<file path="src/rtl/bp_fpga_host_pkg.sv">
// Shared NBF definitions for the FPGA host transmit path: packet struct
// declaration macro, opcode enum, byte-count constants and the TX FSM states.
// Optional feature macro: BP_FPGA_HOST_TX_CHECKSUM_EN adds the checksum state.
`ifndef BP_FPGA_HOST_PKG_SV
`define BP_FPGA_HOST_PKG_SV

// Declares bp_fpga_host_nbf_s: opcode in the MSBs, data in the LSBs.
`define BP_FPGA_HOST_DECLARE_NBF_S(addr_width_mp, data_width_mp) \
   typedef struct packed { \
      logic [7:0]               opcode; \
      logic [addr_width_mp-1:0] addr; \
      logic [data_width_mp-1:0] data; \
   } bp_fpga_host_nbf_s

package bp_fpga_host_pkg;

   typedef enum logic [7:0] {
      e_nbf_wr4    = 8'h02,
      e_nbf_wr8    = 8'h03,
      e_nbf_rd4    = 8'h12,
      e_nbf_rd8    = 8'h13,
      e_nbf_fence  = 8'hFE,
      e_nbf_finish = 8'hFF
   } bp_fpga_host_nbf_opcode_e;

   localparam int nbf_opcode_width_gp = 8;
   localparam int nbf_addr_width_gp   = 40;
   localparam int nbf_data_width_gp   = 64;
   localparam int nbf_width_gp        = nbf_opcode_width_gp + nbf_addr_width_gp + nbf_data_width_gp;
   localparam int nbf_num_bytes_gp    = nbf_width_gp / 8;

   // Byte count for a non-default address/data sizing.
   function automatic int nbf_num_bytes(input int addr_w, input int data_w);
      return (nbf_opcode_width_gp + addr_w + data_w) / 8;
   endfunction

   typedef enum logic [1:0] {
      e_idle = 2'd0,
      e_send = 2'd1
`ifdef BP_FPGA_HOST_TX_CHECKSUM_EN
      ,e_csum = 2'd2
`endif
   } bp_fpga_host_tx_state_e;

endpackage

`endif

</file>
<file path="src/rtl/bsg_arb_round_robin.sv">
// Combinational round-robin picker: the search starts one past last_i and
// wraps, so the most recently served requester has the lowest priority.
module bsg_arb_round_robin #(
   parameter  int width_p  = 2,
   localparam int id_w_lp  = (width_p > 1) ? $clog2(width_p) : 1
) (
   input  logic [width_p-1:0] reqs_i,
   input  logic [id_w_lp-1:0] last_i,
   output logic [width_p-1:0] grant_one_hot_o,
   output logic [id_w_lp-1:0] grant_id_o,
   output logic               v_o
);

   logic [id_w_lp-1:0] idx;
   logic               found;

   // Scan requesters in rotated priority order and take the first one set.
   always_comb begin
      grant_one_hot_o = '0;
      grant_id_o      = '0;
      idx             = '0;
      found           = 1'b0;
      for (int off = 1; off <= width_p; off++) begin
         idx = id_w_lp'((int'(last_i) + off) % width_p);
         if (!found && reqs_i[idx]) begin
            found                = 1'b1;
            grant_id_o           = idx;
            grant_one_hot_o[idx] = 1'b1;
         end
      end
      v_o = found;
   end

endmodule

</file>
<file path="src/rtl/bp_fpga_host_tx_arbiter.sv">
// Arbitrates NBF packets from several requesters onto one byte-wide UART TX.
// A granted packet is latched whole and streamed LSB byte first; the next
// grant is only considered after one idle cycle.
// Optional feature macro: BP_FPGA_HOST_TX_CHECKSUM_EN appends an XOR checksum byte.
module bp_fpga_host_tx_arbiter
   import bp_fpga_host_pkg::*;
#(
   parameter  int nbf_addr_width_p = 40,
   parameter  int nbf_data_width_p = 64,
   parameter  int num_src_p        = 2,
   parameter  int uart_data_bits_p = 8,
   localparam int nbf_width_lp     = nbf_opcode_width_gp + nbf_addr_width_p + nbf_data_width_p,
   localparam int src_id_width_lp  = (num_src_p > 1) ? $clog2(num_src_p) : 1
) (
   input  logic                              clk_i,
   input  logic                              reset_n_i,
   input  logic [num_src_p*nbf_width_lp-1:0] nbf_i,
   input  logic [num_src_p-1:0]              nbf_v_i,
   output logic [num_src_p-1:0]              nbf_yumi_o,
   output logic [uart_data_bits_p-1:0]       tx_data_o,
   output logic                              tx_v_o,
   input  logic                              tx_ready_and_i,
   output logic                              busy_o,
   output logic [src_id_width_lp-1:0]        grant_id_o
);

   localparam int num_bytes_lp = nbf_num_bytes(nbf_addr_width_p, nbf_data_width_p);
   localparam int cnt_width_lp = $clog2(num_bytes_lp + 1);
   localparam logic [cnt_width_lp-1:0] last_byte_lp = cnt_width_lp'(num_bytes_lp - 1);

   `BP_FPGA_HOST_DECLARE_NBF_S(nbf_addr_width_p, nbf_data_width_p);

   bp_fpga_host_tx_state_e state_q, state_d;
   logic [cnt_width_lp-1:0]    cnt_q, cnt_d;
   logic [src_id_width_lp-1:0] last_grant_q, last_grant_d;
   logic [src_id_width_lp-1:0] grant_id_q, grant_id_d;
   logic [nbf_width_lp-1:0]    shift_q, shift_d;
`ifdef BP_FPGA_HOST_TX_CHECKSUM_EN
   logic [uart_data_bits_p-1:0] csum_q, csum_d;
`endif

   logic [num_src_p-1:0]        rr_grant_oh;
   logic [src_id_width_lp-1:0]  rr_grant_id;
   logic                        rr_v;
   bp_fpga_host_nbf_s           nbf_sel;
   logic [num_src_p-1:0]        yumi;
   logic                        tx_v;
   logic [uart_data_bits_p-1:0] tx_data;

   bsg_arb_round_robin #(
      .width_p (num_src_p)
   ) rr (
      .reqs_i          (nbf_v_i),
      .last_i          (last_grant_q),
      .grant_one_hot_o (rr_grant_oh),
      .grant_id_o      (rr_grant_id),
      .v_o             (rr_v)
   );

   // Select the packet of the source the arbiter is offering this cycle.
   always_comb begin
      nbf_sel = '0;
      for (int k = 0; k < num_src_p; k++) begin
         if (rr_grant_id == src_id_width_lp'(k)) begin
            nbf_sel = nbf_i[k*nbf_width_lp +: nbf_width_lp];
         end
      end
   end

   // Next-state, datapath and handshake logic for the TX sequencer.
   always_comb begin
      state_d      = state_q;
      cnt_d        = cnt_q;
      last_grant_d = last_grant_q;
      grant_id_d   = grant_id_q;
      shift_d      = shift_q;
`ifdef BP_FPGA_HOST_TX_CHECKSUM_EN
      csum_d       = csum_q;
`endif
      yumi         = '0;
      tx_v         = 1'b0;
      tx_data      = '0;
      case (state_q)
         e_idle: begin
            if (rr_v) begin
               yumi         = rr_grant_oh;
               shift_d      = nbf_sel;
               grant_id_d   = rr_grant_id;
               last_grant_d = rr_grant_id;
               cnt_d        = '0;
`ifdef BP_FPGA_HOST_TX_CHECKSUM_EN
               csum_d       = '0;
`endif
               state_d      = e_send;
            end
         end
         e_send: begin
            tx_v    = 1'b1;
            tx_data = shift_q[uart_data_bits_p-1:0];
            if (tx_ready_and_i) begin
               shift_d = shift_q >> uart_data_bits_p;
               cnt_d   = cnt_q + cnt_width_lp'(1);
`ifdef BP_FPGA_HOST_TX_CHECKSUM_EN
               csum_d  = csum_q ^ shift_q[uart_data_bits_p-1:0];
`endif
               if (cnt_q == last_byte_lp) begin
                  cnt_d   = '0;
`ifdef BP_FPGA_HOST_TX_CHECKSUM_EN
                  state_d = e_csum;
`else
                  state_d = e_idle;
`endif
               end
            end
         end
`ifdef BP_FPGA_HOST_TX_CHECKSUM_EN
         e_csum: begin
            tx_v    = 1'b1;
            tx_data = csum_q;
            if (tx_ready_and_i) begin
               state_d = e_idle;
            end
         end
`endif
         default: begin
            state_d = e_idle;
         end
      endcase
   end

   // Control state; reset drops any packet in flight and re-arms source 0.
   always_ff @(posedge clk_i) begin
      if (!reset_n_i) begin
         state_q      <= e_idle;
         cnt_q        <= '0;
         last_grant_q <= src_id_width_lp'(num_src_p - 1);
         grant_id_q   <= '0;
`ifdef BP_FPGA_HOST_TX_CHECKSUM_EN
         csum_q       <= '0;
`endif
      end else begin
         state_q      <= state_d;
         cnt_q        <= cnt_d;
         last_grant_q <= last_grant_d;
         grant_id_q   <= grant_id_d;
`ifdef BP_FPGA_HOST_TX_CHECKSUM_EN
         csum_q       <= csum_d;
`endif
      end
   end

   // Packet shift register; its contents are only observed while sending.
   always_ff @(posedge clk_i) begin
      shift_q <= shift_d;
   end

   assign nbf_yumi_o = yumi & {num_src_p{reset_n_i}};
   assign tx_v_o     = tx_v;
   assign tx_data_o  = tx_data;
   assign busy_o     = (state_q != e_idle);
   assign grant_id_o = grant_id_q;

endmodule
</file>
<file path="config.mk">
export PLATFORM = sky130hd
export DESIGN_NAME = bp_fpga_host_tx_arbiter
export DESIGN_NICKNAME = d
export VERILOG_FILES = /design/src/rtl/bp_fpga_host_pkg.sv /design/src/rtl/bsg_arb_round_robin.sv /design/src/rtl/bp_fpga_host_tx_arbiter.sv
export SDC_FILE = /design/constraint.sdc
export NUM_CORES = 1
export LEC_CHECK = 0
export ABC_AREA = 1
export BUFFER_PORTS_ARGS = -buffer_cell sky130_fd_sc_hd__buf_2
export CAP_MARGIN = 15
export CORE_UTILIZATION = 35
export DETAILED_ROUTE_END_ITERATION = 10
export PLACE_DENSITY_LB_ADDON = 0.3
export REMOVE_ABC_BUFFERS = 1
export SYNTH_ARGS = -nofsm -noshare
export SYNTH_HDL_FRONTEND = slang
export SYNTH_SLANG_ARGS = --single-unit
</file>
<file path="constraint.sdc">
create_clock -name clk_i -period 4.9 [get_ports clk_i]
set_input_delay 0.245 -clock clk_i [delete_from_list [all_inputs] [get_ports clk_i]]
set_output_delay 0.245 -clock clk_i [all_outputs]
set_load 0.01 [all_outputs]
</file>
==> impl_metrics.ini, run 1 <==
[run_status]
status = completed

[logic_synthesis]
synth.top_cells.by_area = edfxtp_1, nand2_1, inv_1
synth_ff_type = edfxtp_1
synth_area_per_cell_um2 = 7.08
yosysSeqAreaShare_pct = 50.1
synth_cells = 987
synth_area_um2 = 6990
yosys.area_share.simple_pct = 33.0
yosysTopAreaCellShare_pct = 48.1
ys_seq_elements = 119
synth-compound-area-share_pct = 1.11
synth_edf_count = 112
ys_async_sr_fraction_pct = 0
synth_cell_types = 19
synth_warnings = 0
yosysMostFrequentCell = nand2_1
yosysTopAreaCell = edfxtp_1
synthMuxAreaShare_pct = 0
synth_common_cells = nand2_1, inv_1, edfxtp_1, nand3_1, buf_2
synth_top_family_by_area = simple AND/OR/NAND/NOR gates
synthAdderAreaFrac_pct = 0.358
synthXorXnorAreaFrac_pct = 0

[sta]
timing.hold.ws_ns = 0.0812
fmax_mhz = 406
fin_crit_sh_pct = 50.2
slew_viol_final = 0
max_slew_margin_pct = 27.8
post-route-min-period_ns = 2.46
fin_skew_ns = 0.00533
finalHoldViolCount = 0
worst_slew_pin_slew_ns = 1.08
finalSetupViolations = 0
rsz0062_at_grt = no

[critical_path]
slowest_stage = buf_4
arrival_ns = 2.50
critPathKind = flip-flop to flip-flop
r2r_start = state_q[0]$_SDFFE_PN0P_
r2r_cells = 4
critical-path-max-stage-delay_ns = 0.58
path_cells = inv_4 > o21ai_1 > nand2_4 > buf_4
start_kind = flip-flop
required_ns = 4.94
path_max_fanout = 49
cp-startpoint = state_q[0]$_SDFFE_PN0P_
end_kind = flip-flop

[floorplan]
die_area_um2 = 20500
ios = 242
die_y_um = 143
fp-row-count = 51
die_w_um = 143
coreArea_um2 = 19500
initial_core_util_pct = 35.8

[power_and_ir_drop]
power.density_nw_per_um2 = 340
p_switching_mw = 0.743
total_power_mw = 3.04
intPower_mw = 2.30
pwr-share-seq_pct = 43.4
clockPowerShare_pct = 41.4
pwr-share-comb_pct = 15.2
power_leakage_nw = 5.15
peakVddDrop_v = 0.000235
switching_share_pct = 24.4

[global_routing]
grt_pass1_wl_um = 25900
antenna_found_initial = 0
use_met1_pct = 21.4
use_met2_pct = 26.2
grt_max_degree = 113
grt_pass1_vias = 5550
grt_util_all_layers_pct = 16.3
grt_most_used_layer = met2
grt_overflow = 0
grtUsageMet3_pct = 3.97

[final_layout]
num_antenna_cells = 0
nFillCells = 2044
register_area_um2 = 3510
final_util_pct = 45.8
area_delta_synth_final_pct = 28.0
nets = 1433
multiInputGateArea_um2 = 2420
layout-drive-gt1-share_pct = 23.0

[cts]
cts_buffers = 17
hold_buffers = 0
clockRootBuffer = clkbuf_16
cts_htree_levels = 4
clock-sinks = 119
postCtsSetupRepairBufs = 0
tritoncts = done
clk_pin_slew_ns = 0.05
clk_path_buf_depth = 2
clk_latency_ns = 0.41
cts_resized = 0

[placement]
io_buffer_count = 241
gp_congestion = 0.771
dp_hpwl_um = 10800

[routing]
drc = 0
drt_pass1_iterations = 5
drt_iter0_drc = 302
dr_total_vias = 6275
antenna_left = 0
wl_per_cell_um = 10.9
drt-total-wl_um = 16200
viasPerCell = 4.24

[hold_path]
hold_class = primary input to flip-flop
hp-start = reset_n_i
worstHoldPathCells = 2

[run]
maxCapViolCount = 0
placed cells by master (no fill, tap or decap):
| cell type | n |
|---|---|
| clkinvlp_4 | 1 |
| o21ai_0 | 8 |
| clkinv_2 | 3 |
| bufinv_16 | 4 |
| a21oi_1 | 4 |
| nand3_1 | 111 |
| a21boi_0 | 1 |
| inv_4 | 2 |
| dfxtp_1 | 6 |
| clkbuf_1 | 3 |
| nand2_4 | 2 |
| clkinv_1 | 4 |
| nand4_1 | 1 |
| ha_1 | 2 |
| buf_4 | 5 |
| clkbuf_16 | 17 |
| dfxtp_4 | 1 |
| o21ai_1 | 2 |
| inv_2 | 3 |
| inv_1 | 221 |
| nand2_1 | 438 |
| nor3_1 | 2 |
| buf_2 | 241 |
| nor2_1 | 21 |
| edfxtp_1 | 112 |
state kept, by name (all words and copies together) (netlist names):
register,count
shift_q,112
cnt_q,4
grant_id_o,1
last_grant_q,1
state_q,1
path summary, 6_finish.rpt:
path	endpoint	slack (ns)
setup reg to reg	shift_q[39]$_DFFE_PP_	2.44
hold reg to reg	last_grant_q$_SDFFE_PN1P_	0.48
hold / removal	last_grant_q$_SDFFE_PN1P_	0.08
setup / recovery	shift_q[39]$_DFFE_PP_	2.44
layer usage:
| layer | vias to the layer above | wire [µm] | share of wire [%] |
|---|---|---|---|
| met2 | 201 | 7080 | 44 |
| li1 | 3379 | - | - |
| met3 | 16 | 900 | 5.6 |
| met4 | 0 | 201 | 1.2 |
| met5 | - | 0 | 0 |
| met1 | 2679 | 8020 | 50 |
worst max-delay path, delay by kind of cell, from the launching register on:
| kind | cells | cell delay (ns) |
|---|---|---|
| flops | 1 | 0.49 |
| compound gates | 1 | 0.30 |
| simple gates | 1 | 0.30 |
| buf+inv | 2 | 0.95 |
power groups by stage:
stage                     clock network (mW)  registers [mW]  logic, mW
after global routing                    1.33            1.33      0.540
after floorplan                            0            1.34      0.282
after CTS                               1.29            1.32      0.473
after global placement                     0            1.33      0.463
final                                   1.26            1.32      0.463
after detailed placement                   0            1.34      0.470
layout make-up:
class	instances	area share, %
Clock buffer	20	4.88
Clock inverter	12	1.76
Inverter	226	9.53
Multi-Input combinational cell	592	27.0
Sequential cell	119	39.2
Tap cell	265	3.70
Timing Repair Buffer	246	13.9
through the flow:
stage	instances	setup TNS (ns)	setup WS (ns)	cell area, µm²
3_5_place_dp	1448	0	2.41	8360
4_1_cts	1480	0	2.40	8950
6_report	1480	0	2.44	8950
5_1_grt	1480	0	2.23	8950
2_1_floorplan	937	-238.28	-2.11	6760
3_3_place_gp	1448	0	2.47	8360
cells by family after synthesis:
group                    after synthesis
AND/OR/NAND/NOR                      575
buffers and inverters                276
flip-flops                           119
AO/OA/AOI/OAI                         15
adder cells (fa/ha/maj)                2
Note: power is estimated with default switching activity, not from simulation.
==> run 2, diff against run 1 <==
- clock period: 4.9 -> 2.2 ns (I/O delays scaled with it)
==> run 2 against run 1 <==
Effect of this change: cell count grew 0.54%; final area grew 0.77%; routed wire length shrank 2.9%; sequential cell count is the same; register-to-register slack lost 1.9 ns; setup slack lost 2.1 ns; non-clock buffer count grew 9; first-iteration DRC count shrank 20%; critical path type is now flip-flop to primary output; largest power group unchanged.
==> impl_metrics.ini, run 2 (synthesized netlist as in run 1, its figures left out) <==
[floorplan]
die_y_um = 143
initial_core_util_pct = 35.8
die_area_um2 = 20500
fp-row-count = 51
ios = 242
coreArea_um2 = 19500
die_w_um = 143

[placement]
io_buffer_count = 241
dp_hpwl_um = 10700
postPlaceCellArea_um2 = 8440
numPlacedInstances = 1453
dp_slack_ns = 0.506
gp_congestion = 0.749

[final_layout]
nFillCells = 2006
register_area_um2 = 3510
reg_top3 = shift_q: 112 flops, cnt_q: 4 flops
final_cells = 1488
multiInputGateArea_um2 = 2420
final_area_um2 = 9020
top_register = shift_q
largest_reg_flops = 112
layout-drive-gt1-share_pct = 22.9
layout_commonest_cell = nand2_1
layout_common_cells = nand2_1, buf_2, inv_1, edfxtp_1, nand3_1
nets = 1442
area_delta_synth_final_pct = 29.0

[cts]
postCtsSetupRepairBufs = 0
clock-sinks = 119
clk_path_buf_depth = 2
clk_pin_slew_ns = 0.05
tritoncts = done
clockRootBuffer = clkbuf_16
cts_htree_levels = 4
clk_latency_ns = 0.41
cts_buffers = 17

[critical_path]
r2r_cells = 4
path_max_fanout = 62
required_ns = 2.09
arrival_ns = 1.73
cp-startpoint = last_grant_q$_SDFFE_PN1P_
r2r_start = state_q[0]$_SDFFE_PN0P_
start_kind = flip-flop
end_kind = primary output
reg2reg_slack_ns = 0.54
timing.rr.end = shift_q[16]$_DFFE_PP_
critPathKind = flip-flop to primary output

[routing]
dr_total_vias = 6364
viasPerCell = 4.28
drt-total-wl_um = 15700
antenna_left = 0
drt_pass1_iterations = 4
drc = 0
wl_per_cell_um = 10.6
drt_iter0_drc = 241

[run_status]
status = completed

[power_and_ir_drop]
total_power_mw = 6.52
peakVddDrop_v = 0.000516
power_leakage_nw = 5.18
power.density_nw_per_um2 = 723

[sta]
rsz0062_at_grt = no
timing.hold.ws_ns = 0.0187
finalSetupViolations = 0
finalHoldViolCount = 0
worst_slew_pin_slew_ns = 0.574
fin_ws_ns = 0.357
fin_crit_sh_pct = 83.8
fin_skew_ns = 0.00732
slew_viol_final = 0
max_slew_margin_pct = 61.7
fmax_mhz = 543
post-route-min-period_ns = 1.84

[hold_path]
hold_class = primary input to flip-flop
worstHoldPathCells = 3
worstHoldEndpoint = shift_q[111]$_SDFFCE_PP0P_
hp-start = nbf_i[223]

[global_routing]
grt_pass1_vias = 5546
grt_overflow = 0
grt_max_degree = 114
grt_pass1_wl_um = 24800
antenna_found_initial = 1
grt_util_all_layers_pct = 15.6

[run]
maxCapViolCount = 0
[run 2: cell count changes in the layout (fill, tap and decap cells not counted), moves of 2 or more]
cell,previous run,this run
bufinv_16,4,2
buf_12,0,4
dlygate4sd3_1,0,4
clkinv_1,4,2
clkbuf_1,3,7
[run 2: how the worst max path moves through the flow]
stage | to | slack [ns] | depth (start not counted)
after detailed placement | cnt_q[2]$_SDFFE_PN0P_ | 0.51 | 7
after global routing | nbf_yumi_o[1] | 0.15 | 7
final | nbf_yumi_o[1] | 0.36 | 7
after floorplan | shift_q[0]$_DFFE_PP_ | -4.81 | 3
after CTS | nbf_yumi_o[1] | 0.13 | 7
after global placement | cnt_q[2]$_SDFFE_PN0P_ | 0.55 | 7
[run 2: per-layer routing]
metal	part of all wire, %	up-vias	track usage [%]
met5	0	-	0
met4	1.1	0	5.54
met3	7.5	11	4.50
met2	44	202	25.4
met1	47	2760	19.6
li1	-	3391	-
[run 2: timing repair]
| item | CTS | global route |
|---|---|---|
| resized for setup | 0 | 1 |
| endpoints found under the hold margin | 6 | 0 |
| endpoints found under the setup margin | 0 | 1 |
| hold buffers | 4 | 0 |
[run 2: where the power goes]
group	internal, mW	switching, mW
Sequential	2.85	0.0729
Combinational	0.426	0.642
Clock	1.64	0.889
Total	4.91	1.60
[run 2: area by class of cell]
type | count | share of cell area [%]
diodes | 1 | 0.0277
inverters | 226 | 9.46
clock buffers | 24 | 5.01
multi-input cells | 592 | 26.8
well taps | 265 | 3.68
flip-flops and latches | 119 | 38.9
repair buffers | 255 | 15.2
clock inverters | 6 | 0.860
[run 2: critical path: stages, from the launching register on]
cell and delay [ns]:
dfxtp_1 0.30, inv_1 0.04, nand2_1 0.09, nand2_4 0.10
buf_6 0.36, nand2_1 0.16, nor2_1 0.12, buf_2 0.14
[run 2: stage by stage]
stage | utilization [%] | setup TNS (ns)
2_1_floorplan | - | -782.17
3_3_place_gp | 43.2 | 0
3_5_place_dp | 43.2 | 0
4_1_cts | 46.2 | 0
5_1_grt | 46.2 | 0
6_report | 46.2 | 0
